[config.mk]
export PLATFORM = sky130hd
export DESIGN_NAME = bnn_feature_sequencer_flat
export DESIGN_NICKNAME = d
export VERILOG_FILES = /design/src/rtl/bnn_seq_pkg.sv /design/src/rtl/bnn_feature_sequencer_if.sv /design/src/rtl/feature_shadow_buf.sv /design/src/rtl/bnn_feature_sequencer.sv /design/src/flat_wrapper.sv
export SDC_FILE = /design/constraint.sdc
export NUM_CORES = 1
export LEC_CHECK = 0
export ABC_AREA = 0
export ABC_CLOCK_PERIOD_IN_PS = 1650
export CAP_MARGIN = 20
export CORE_UTILIZATION = 55
export DETAILED_ROUTE_END_ITERATION = 10
export PLACE_DENSITY = 0.84
export RECOVER_POWER = 50
export SYNTH_ARGS = -nofsm -noshare
export SYNTH_HDL_FRONTEND = slang
export SYNTH_SLANG_ARGS = --single-unit
export TNS_END_PERCENT = 50
[constraint.sdc]
create_clock -name clk -period 1.65 [get_ports clk]
set_input_delay 0.4125 -clock clk [delete_from_list [all_inputs] [get_ports clk]]
set_output_delay 0.4125 -clock clk [all_outputs]
set_load 0.02 [all_outputs]
[src/rtl/bnn_seq_pkg.sv]
// Shared definitions for the sequential BNN front-end stages:
// sequencer state encoding and the default compute-hold length.
package bnn_seq_pkg;

  typedef enum logic [1:0] {
    IDLE = 2'd0,
    LOAD = 2'd1,
    RUN  = 2'd2,
    DONE = 2'd3
  } seq_state_e;

  localparam int HOLD_CYCLES_DEF = 46;

endpackage

[src/rtl/bnn_feature_sequencer_if.sv]
// Feature-stream input and prediction-result output handshakes of the
// BNN feature sequencer.
interface bnn_feature_sequencer_if #(
  parameter int FEAT_BITS = 4,
  parameter int PRED_W    = 3
);
  logic                 in_valid;
  logic                 in_ready;
  logic [FEAT_BITS-1:0] in_data;
  logic                 in_last;
  logic                 out_valid;
  logic                 out_ack;
  logic [PRED_W-1:0]    result;

  modport slave (
    input  in_valid, in_data, in_last, out_ack,
    output in_ready, out_valid, result
  );

  modport master (
    output in_valid, in_data, in_last, out_ack,
    input  in_ready, out_valid, result
  );
endinterface

[src/rtl/feature_shadow_buf.sv]
// Assembles one frame of features from a word stream into a shadow register,
// flags framing errors and holds the frame until the sequencer commits it.
module feature_shadow_buf #(
  parameter int FEAT_CNT  = 11,
  parameter int FEAT_BITS = 4,
  localparam int FEAT_W   = FEAT_CNT * FEAT_BITS,
  localparam int IDX_W    = $clog2(FEAT_CNT)
) (
  input  logic                 clk,
  input  logic                 rst,
  input  logic                 in_valid,
  input  logic [FEAT_BITS-1:0] in_data,
  input  logic                 in_last,
  output logic                 in_ready,
  input  logic                 commit,
  output logic [FEAT_W-1:0]    shadow,
  output logic                 shadow_full,
  output logic                 err_len
);

  logic [IDX_W-1:0]  idx_q,    idx_d;
  logic [FEAT_W-1:0] shadow_q, shadow_d;
  logic              full_q,   full_d;
  logic              err_q,    err_d;
  logic              accept;

  assign in_ready    = !full_q;
  assign accept      = in_valid && in_ready;
  assign shadow      = shadow_q;
  assign shadow_full = full_q;
  assign err_len     = err_q;

  always_comb begin
    idx_d    = idx_q;
    shadow_d = shadow_q;
    full_d   = full_q;
    err_d    = 1'b0;
    if (commit) begin
      full_d = 1'b0;
    end
    if (accept) begin
      for (int k = 0; k < FEAT_CNT; k++) begin
        if (idx_q == IDX_W'(k)) begin
          shadow_d[k*FEAT_BITS +: FEAT_BITS] = in_data;
        end
      end
      // A full frame is kept even without in_last; an early in_last drops it.
      if (idx_q == IDX_W'(FEAT_CNT - 1)) begin
        full_d = 1'b1;
        idx_d  = {IDX_W{1'b0}};
        err_d  = !in_last;
      end else if (in_last) begin
        idx_d  = {IDX_W{1'b0}};
        err_d  = 1'b1;
      end else begin
        idx_d  = idx_q + IDX_W'(1);
      end
    end
  end

  always_ff @(posedge clk) begin
    if (rst) begin
      idx_q    <= {IDX_W{1'b0}};
      shadow_q <= {FEAT_W{1'b0}};
      full_q   <= 1'b0;
      err_q    <= 1'b0;
    end else begin
      idx_q    <= idx_d;
      shadow_q <= shadow_d;
      full_q   <= full_d;
      err_q    <= err_d;
    end
  end

endmodule

[src/rtl/bnn_feature_sequencer.sv]
// Front end for the sequential BNN: commits assembled frames to a stable
// feature vector, pulses the BNN reset, waits for compute and reports the result.
module bnn_feature_sequencer
  import bnn_seq_pkg::*;
#(
  parameter int FEAT_CNT    = 11,
  parameter int FEAT_BITS   = 4,
  parameter int CLASS_CNT   = 6,
  parameter int HOLD_CYCLES = HOLD_CYCLES_DEF,
  localparam int PRED_W     = $clog2(CLASS_CNT),
  localparam int FEAT_W     = FEAT_CNT * FEAT_BITS
) (
  input  logic                  clk,
  input  logic                  rst,
  bnn_feature_sequencer_if.slave bus,
  output logic [FEAT_W-1:0]     features,
  output logic                  bnn_rst,
  input  logic [PRED_W-1:0]     pred_in,
  output logic                  err_len
);

  localparam int CNT_W = $clog2(HOLD_CYCLES + 1);

  seq_state_e        state_q,    state_d;
  logic [CNT_W-1:0]  cnt_q,      cnt_d;
  logic [FEAT_W-1:0] features_q, features_d;
  logic [PRED_W-1:0] result_q,   result_d;
  logic [FEAT_W-1:0] shadow;
  logic              shadow_full;
  logic              commit;

  feature_shadow_buf #(
    .FEAT_CNT  (FEAT_CNT),
    .FEAT_BITS (FEAT_BITS)
  ) u_shadow (
    .clk         (clk),
    .rst         (rst),
    .in_valid    (bus.in_valid),
    .in_data     (bus.in_data),
    .in_last     (bus.in_last),
    .in_ready    (bus.in_ready),
    .commit      (commit),
    .shadow      (shadow),
    .shadow_full (shadow_full),
    .err_len     (err_len)
  );

  assign commit = shadow_full &&
                  ((state_q == IDLE) || ((state_q == DONE) && bus.out_ack));

  assign features      = features_q;
  assign bus.result    = result_q;
  assign bus.out_valid = (state_q == DONE);
  assign bnn_rst       = (state_q == IDLE) || (state_q == LOAD);

  always_comb begin
    state_d    = state_q;
    cnt_d      = cnt_q;
    features_d = features_q;
    result_d   = result_q;
    if (commit) begin
      features_d = shadow;
    end
    case (state_q)
      IDLE: begin
        if (commit) state_d = LOAD;
        else        state_d = IDLE;
      end
      LOAD: begin
        cnt_d   = CNT_W'(HOLD_CYCLES - 1);
        state_d = RUN;
      end
      RUN: begin
        // Prediction is sampled on the last of HOLD_CYCLES compute cycles.
        if (cnt_q == {CNT_W{1'b0}}) begin
          result_d = pred_in;
          state_d  = DONE;
        end else begin
          cnt_d = cnt_q - CNT_W'(1);
        end
      end
      DONE: begin
        if (bus.out_ack) state_d = shadow_full ? LOAD : IDLE;
        else             state_d = DONE;
      end
      default: state_d = IDLE;
    endcase
  end

  always_ff @(posedge clk) begin
    if (rst) begin
      state_q    <= IDLE;
      cnt_q      <= {CNT_W{1'b0}};
      features_q <= {FEAT_W{1'b0}};
      result_q   <= {PRED_W{1'b0}};
    end else begin
      state_q    <= state_d;
      cnt_q      <= cnt_d;
      features_q <= features_d;
      result_q   <= result_d;
    end
  end

endmodule

[src/flat_wrapper.sv]
// flat-port wrapper written by rule: the top's interface ports become plain ports
module bnn_feature_sequencer_flat import bnn_seq_pkg::*;
#(
  parameter int FEAT_CNT    = 11,
  parameter int FEAT_BITS   = 4,
  parameter int CLASS_CNT   = 6,
  parameter int HOLD_CYCLES = HOLD_CYCLES_DEF,
  localparam int PRED_W     = $clog2(CLASS_CNT),
  localparam int FEAT_W     = FEAT_CNT * FEAT_BITS
)
  (clk, rst, features, bnn_rst, pred_in, err_len, bus_in_valid, bus_in_data, bus_in_last, bus_out_ack, bus_in_ready, bus_out_valid, bus_result);
  bnn_feature_sequencer_if #(.FEAT_BITS(FEAT_BITS), .PRED_W(3)) bus_i ();
  input  logic clk;
  input  logic rst;
  output logic [FEAT_W-1:0] features;
  output logic bnn_rst;
  input  logic [PRED_W-1:0] pred_in;
  output logic err_len;
  input wire logic [$bits(bus_i.in_valid)-1:0] bus_in_valid;
  input wire logic [$bits(bus_i.in_data)-1:0] bus_in_data;
  input wire logic [$bits(bus_i.in_last)-1:0] bus_in_last;
  input wire logic [$bits(bus_i.out_ack)-1:0] bus_out_ack;
  output wire logic [$bits(bus_i.in_ready)-1:0] bus_in_ready;
  output wire logic [$bits(bus_i.out_valid)-1:0] bus_out_valid;
  output wire logic [$bits(bus_i.result)-1:0] bus_result;
  assign bus_i.in_valid = bus_in_valid;
  assign bus_i.in_data = bus_in_data;
  assign bus_i.in_last = bus_in_last;
  assign bus_i.out_ack = bus_out_ack;
  assign bus_in_ready = bus_i.in_ready;
  assign bus_out_valid = bus_i.out_valid;
  assign bus_result = bus_i.result;
  bnn_feature_sequencer #(.FEAT_CNT(FEAT_CNT), .FEAT_BITS(FEAT_BITS), .CLASS_CNT(CLASS_CNT), .HOLD_CYCLES(HOLD_CYCLES)) u_core (.clk(clk), .rst(rst), .bus(bus_i), .features(features), .bnn_rst(bnn_rst), .pred_in(pred_in), .err_len(err_len));
endmodule
==> results_dict.tcl, run 1 <==
set metrics [dict create \
    outcome "completed" \
    first_global_vias 3666 \
    postCtsSetupBuffers 0 \
    yosysSeqAreaShare_pct 45.4 \
    post_cts_resized 54 \
    total_leakage_power_nw 2.06 \
    synth.yosys.warnings 0 \
    syn-cell-area_mm2 0.00463 \
    io_buffers 62 \
    num_vias 3888 \
    p_per_area_mw_per_mm2 768 \
    viasPerCell 5.68 \
    netlist_instances 517 \
    initialDrtViolationCount 224 \
    finalHoldViolations 0 \
    die_width_um 93.7 \
    cts.path.max_buffers 2 \
    setup_violations 0 \
    clk_pin_slew_ns 0.10 \
    row_count 33 \
    skew_ns 0.0116 \
    coreArea_mm2 0.00818 \
    critPathRequiredTime_ns 1.90 \
    diodes 0 \
    gp_congestion 0.828 \
    fp.dieH_um 93.7 \
    drv_slew 0 \
    htreeDepth 3 \
    arrival_ns 1.85 \
    drt_wl_total_um 10200 \
    r2r_setup_slack_ns 0.08 \
    final_nets 593 \
    grt_max_degree 35 \
    io_pins 63 \
    tightest_slew_ns 0.590 \
    peakVddDrop_v 0.000350 \
    clock-root-buffer "clkbuf_8" \
    wire_per_inst_um 14.9 \
    rsz0062_at_grt "true" \
    async_reset_ff_share_pct 0 \
    path_max_fanout 7 \
    hold_class "reg2reg" \
    postCtsHoldBufs 0 \
    synth_top_area_share_pct 45.4 \
    synth_top_flop_cell "dfxtp_1" \
    gr-total-overflow 0 \
    yosysUniqueCellTypes 39 \
    synth.avg_cell_area_um2 8.95 \
    drc 0 \
    yosysMostFrequentCell "dfxtp_1" \
    area_growth_pct 21.6 \
    fin_crit_ns 1.60 \
    grt_pass1_wl_um 17100 \
    setup_tns_ns 0 \
    drive_gt1_share_pct 9.66 \
    max_freq_ghz 0.626 \
    start_util_pct 56.6 \
    critPathKind "in2reg" \
    antenna_found_initial 0 \
    fin_util_pct 68.8 \
    relSlewSlack_pct 60.6 \
    ys_ff_latch 105 \
    cts.sinks 105 \
    placed_cells 669 \
    timing.final.crit_share_pct 96.8 \
    synth_edf_count 0 \
    fin_cells 685 \
    cts_tree "yes" \
    dp_hpwl_um 6930 \
    synthTopCellsByCount "105 x dfxtp_1, 99 x nand2b_1, 50 x o21ai_0, 47 x a21oi_1, 47 x mux2i_1" \
    cts_buffers 9 \
    yosysTopAreaCell "dfxtp_1" \
    clock_latency_ns 0.37 \
    max-cap-violations 0 \
    die_area_mm2 0.00878 \
    cp-end-kind "flip-flop" \
    syn-num-nets 535 \
    synth_area_leaders "dfxtp_1 45%, nand2b_1 13%, mux2i_1 10%" \
    firstDrtPassIters 5 \
    ant_nets 0 \
    grtUsageTotal_pct 24.6 \
    cp-start-kind "primary input" \
]
[state kept, by name, indices dropped and copies added, names as in the netlist]
signal                       count
u_core.u_shadow.err_len          1
u_core.features                 44
u_core.u_shadow.shadow_full      1
u_core.bus.result                3
u_core.u_shadow.shadow          44
u_core.state_q                   2
u_core.u_shadow.idx_q            4
u_core.cnt_q                     6
[per-stage QoR]
| step | hold WS (ns) | power, mW | setup slack [ns] | area [um^2] |
|---|---|---|---|---|
| 3_3_place_gp | 0.457 | 2.89 | -0.102 | 5550 |
| 2_1_floorplan | 0.448 | 2.77 | 0.0990 | 4630 |
| 3_5_place_dp | 0.461 | 2.90 | -0.162 | 5550 |
| 5_1_grt | 0.478 | 4.48 | -0.000939 | 5630 |
| 4_1_cts | 0.472 | 4.35 | 0.0170 | 5660 |
| 6_report | 0.469 | 4.32 | 0.0521 | 5630 |
[cell families after synthesis]
group	share of synthesized area (%)
and+or+nand+nor	24.5
AOI/OAI and AO/OA	13.3
DFF	45.4
buffers and inverters	4.79
muxes	10.2
adders and majority gates	1.62
xor gates and xnor gates	0.189
[layout make-up]
cell class / instances / area [um^2]
inverter: 8 / 30.0
fill: 670 / 2550
clock buffer: 9 / 124
multi-input combinational: 356 / 2310
tap: 105 / 131
sequential: 105 / 2100
timing repair buffer: 95 / 877
clock inverter: 7 / 53.8
[final timing paths]
kind / startpoint / end / cells past startpoint
min: u_core.u_shadow.shadow[34]$_SDFFE_PP0P_ / u_core.features[34]$_SDFFE_PP0P_ / 2
min reg2reg: u_core.u_shadow.shadow[34]$_SDFFE_PP0P_ / u_core.features[34]$_SDFFE_PP0P_ / 2
max reg2reg: u_core.cnt_q[0]$_SDFFE_PP0P_ / u_core.cnt_q[5]$_SDFFE_PP0P_ / 3
max: bus_in_valid / u_core.u_shadow.shadow[20]$_SDFFE_PP0P_ / 6
[report_power, final]
group          switching, mW  internal [mW]
clock network          0.919          0.562
logic                  0.146          0.135
registers             0.0107           2.55
total                   1.08           3.25
[layout by cell type, fill, tap and decap left out, types with 3 or more instances in the layout]
cell             count
dfxtp_1            103
nand2b_1            99
o21ai_0             50
dlygate4sd2_1       49
mux2i_1             47
a21oi_1             47
nand3_1             45
buf_4               24
clkbuf_8             9
clkdlybuf4s50_1      9
inv_1                7
nand3b_1             7
buf_12               7
nor2b_1              6
nor3_1               6
ha_1                 6
a31oi_1              5
and3b_1              4
nor2_1               3
or3_1                3
or4_1                3
nand2_1              3
[layer usage]
layer  global-route usage (%)  up-vias  routed length, um
li1                         -     1895                  -
met1                     31.5     1849               4460
met2                     41.0      125               5080
met3                     5.26       19                510
met4                     8.08        0                157
met5                        0        -                  0
[critical path, stage by stage]
cell and delay (ns):
dlygate4sd3_1 0.61, buf_4 0.17, nand3b_1 0.12, clkbuf_1 0.16
o21ai_0 0.27, a21oi_1 0.11
Note: power is estimated with default switching activity, not from simulation.
==> run 2, diff against run 1 <==
--- a/config.mk
+++ b/config.mk
@@ -10,6 +10,7 @@
 export CAP_MARGIN = 20
 export CORE_UTILIZATION = 55
 export DETAILED_ROUTE_END_ITERATION = 10
+export HOLD_SLACK_MARGIN = 0.03
 export PLACE_DENSITY = 0.84
 export RECOVER_POWER = 50
 export SYNTH_ARGS = -nofsm -noshare
==> results of run 2 <==
Final layout, timing and power as in run 1 (identical DEF).
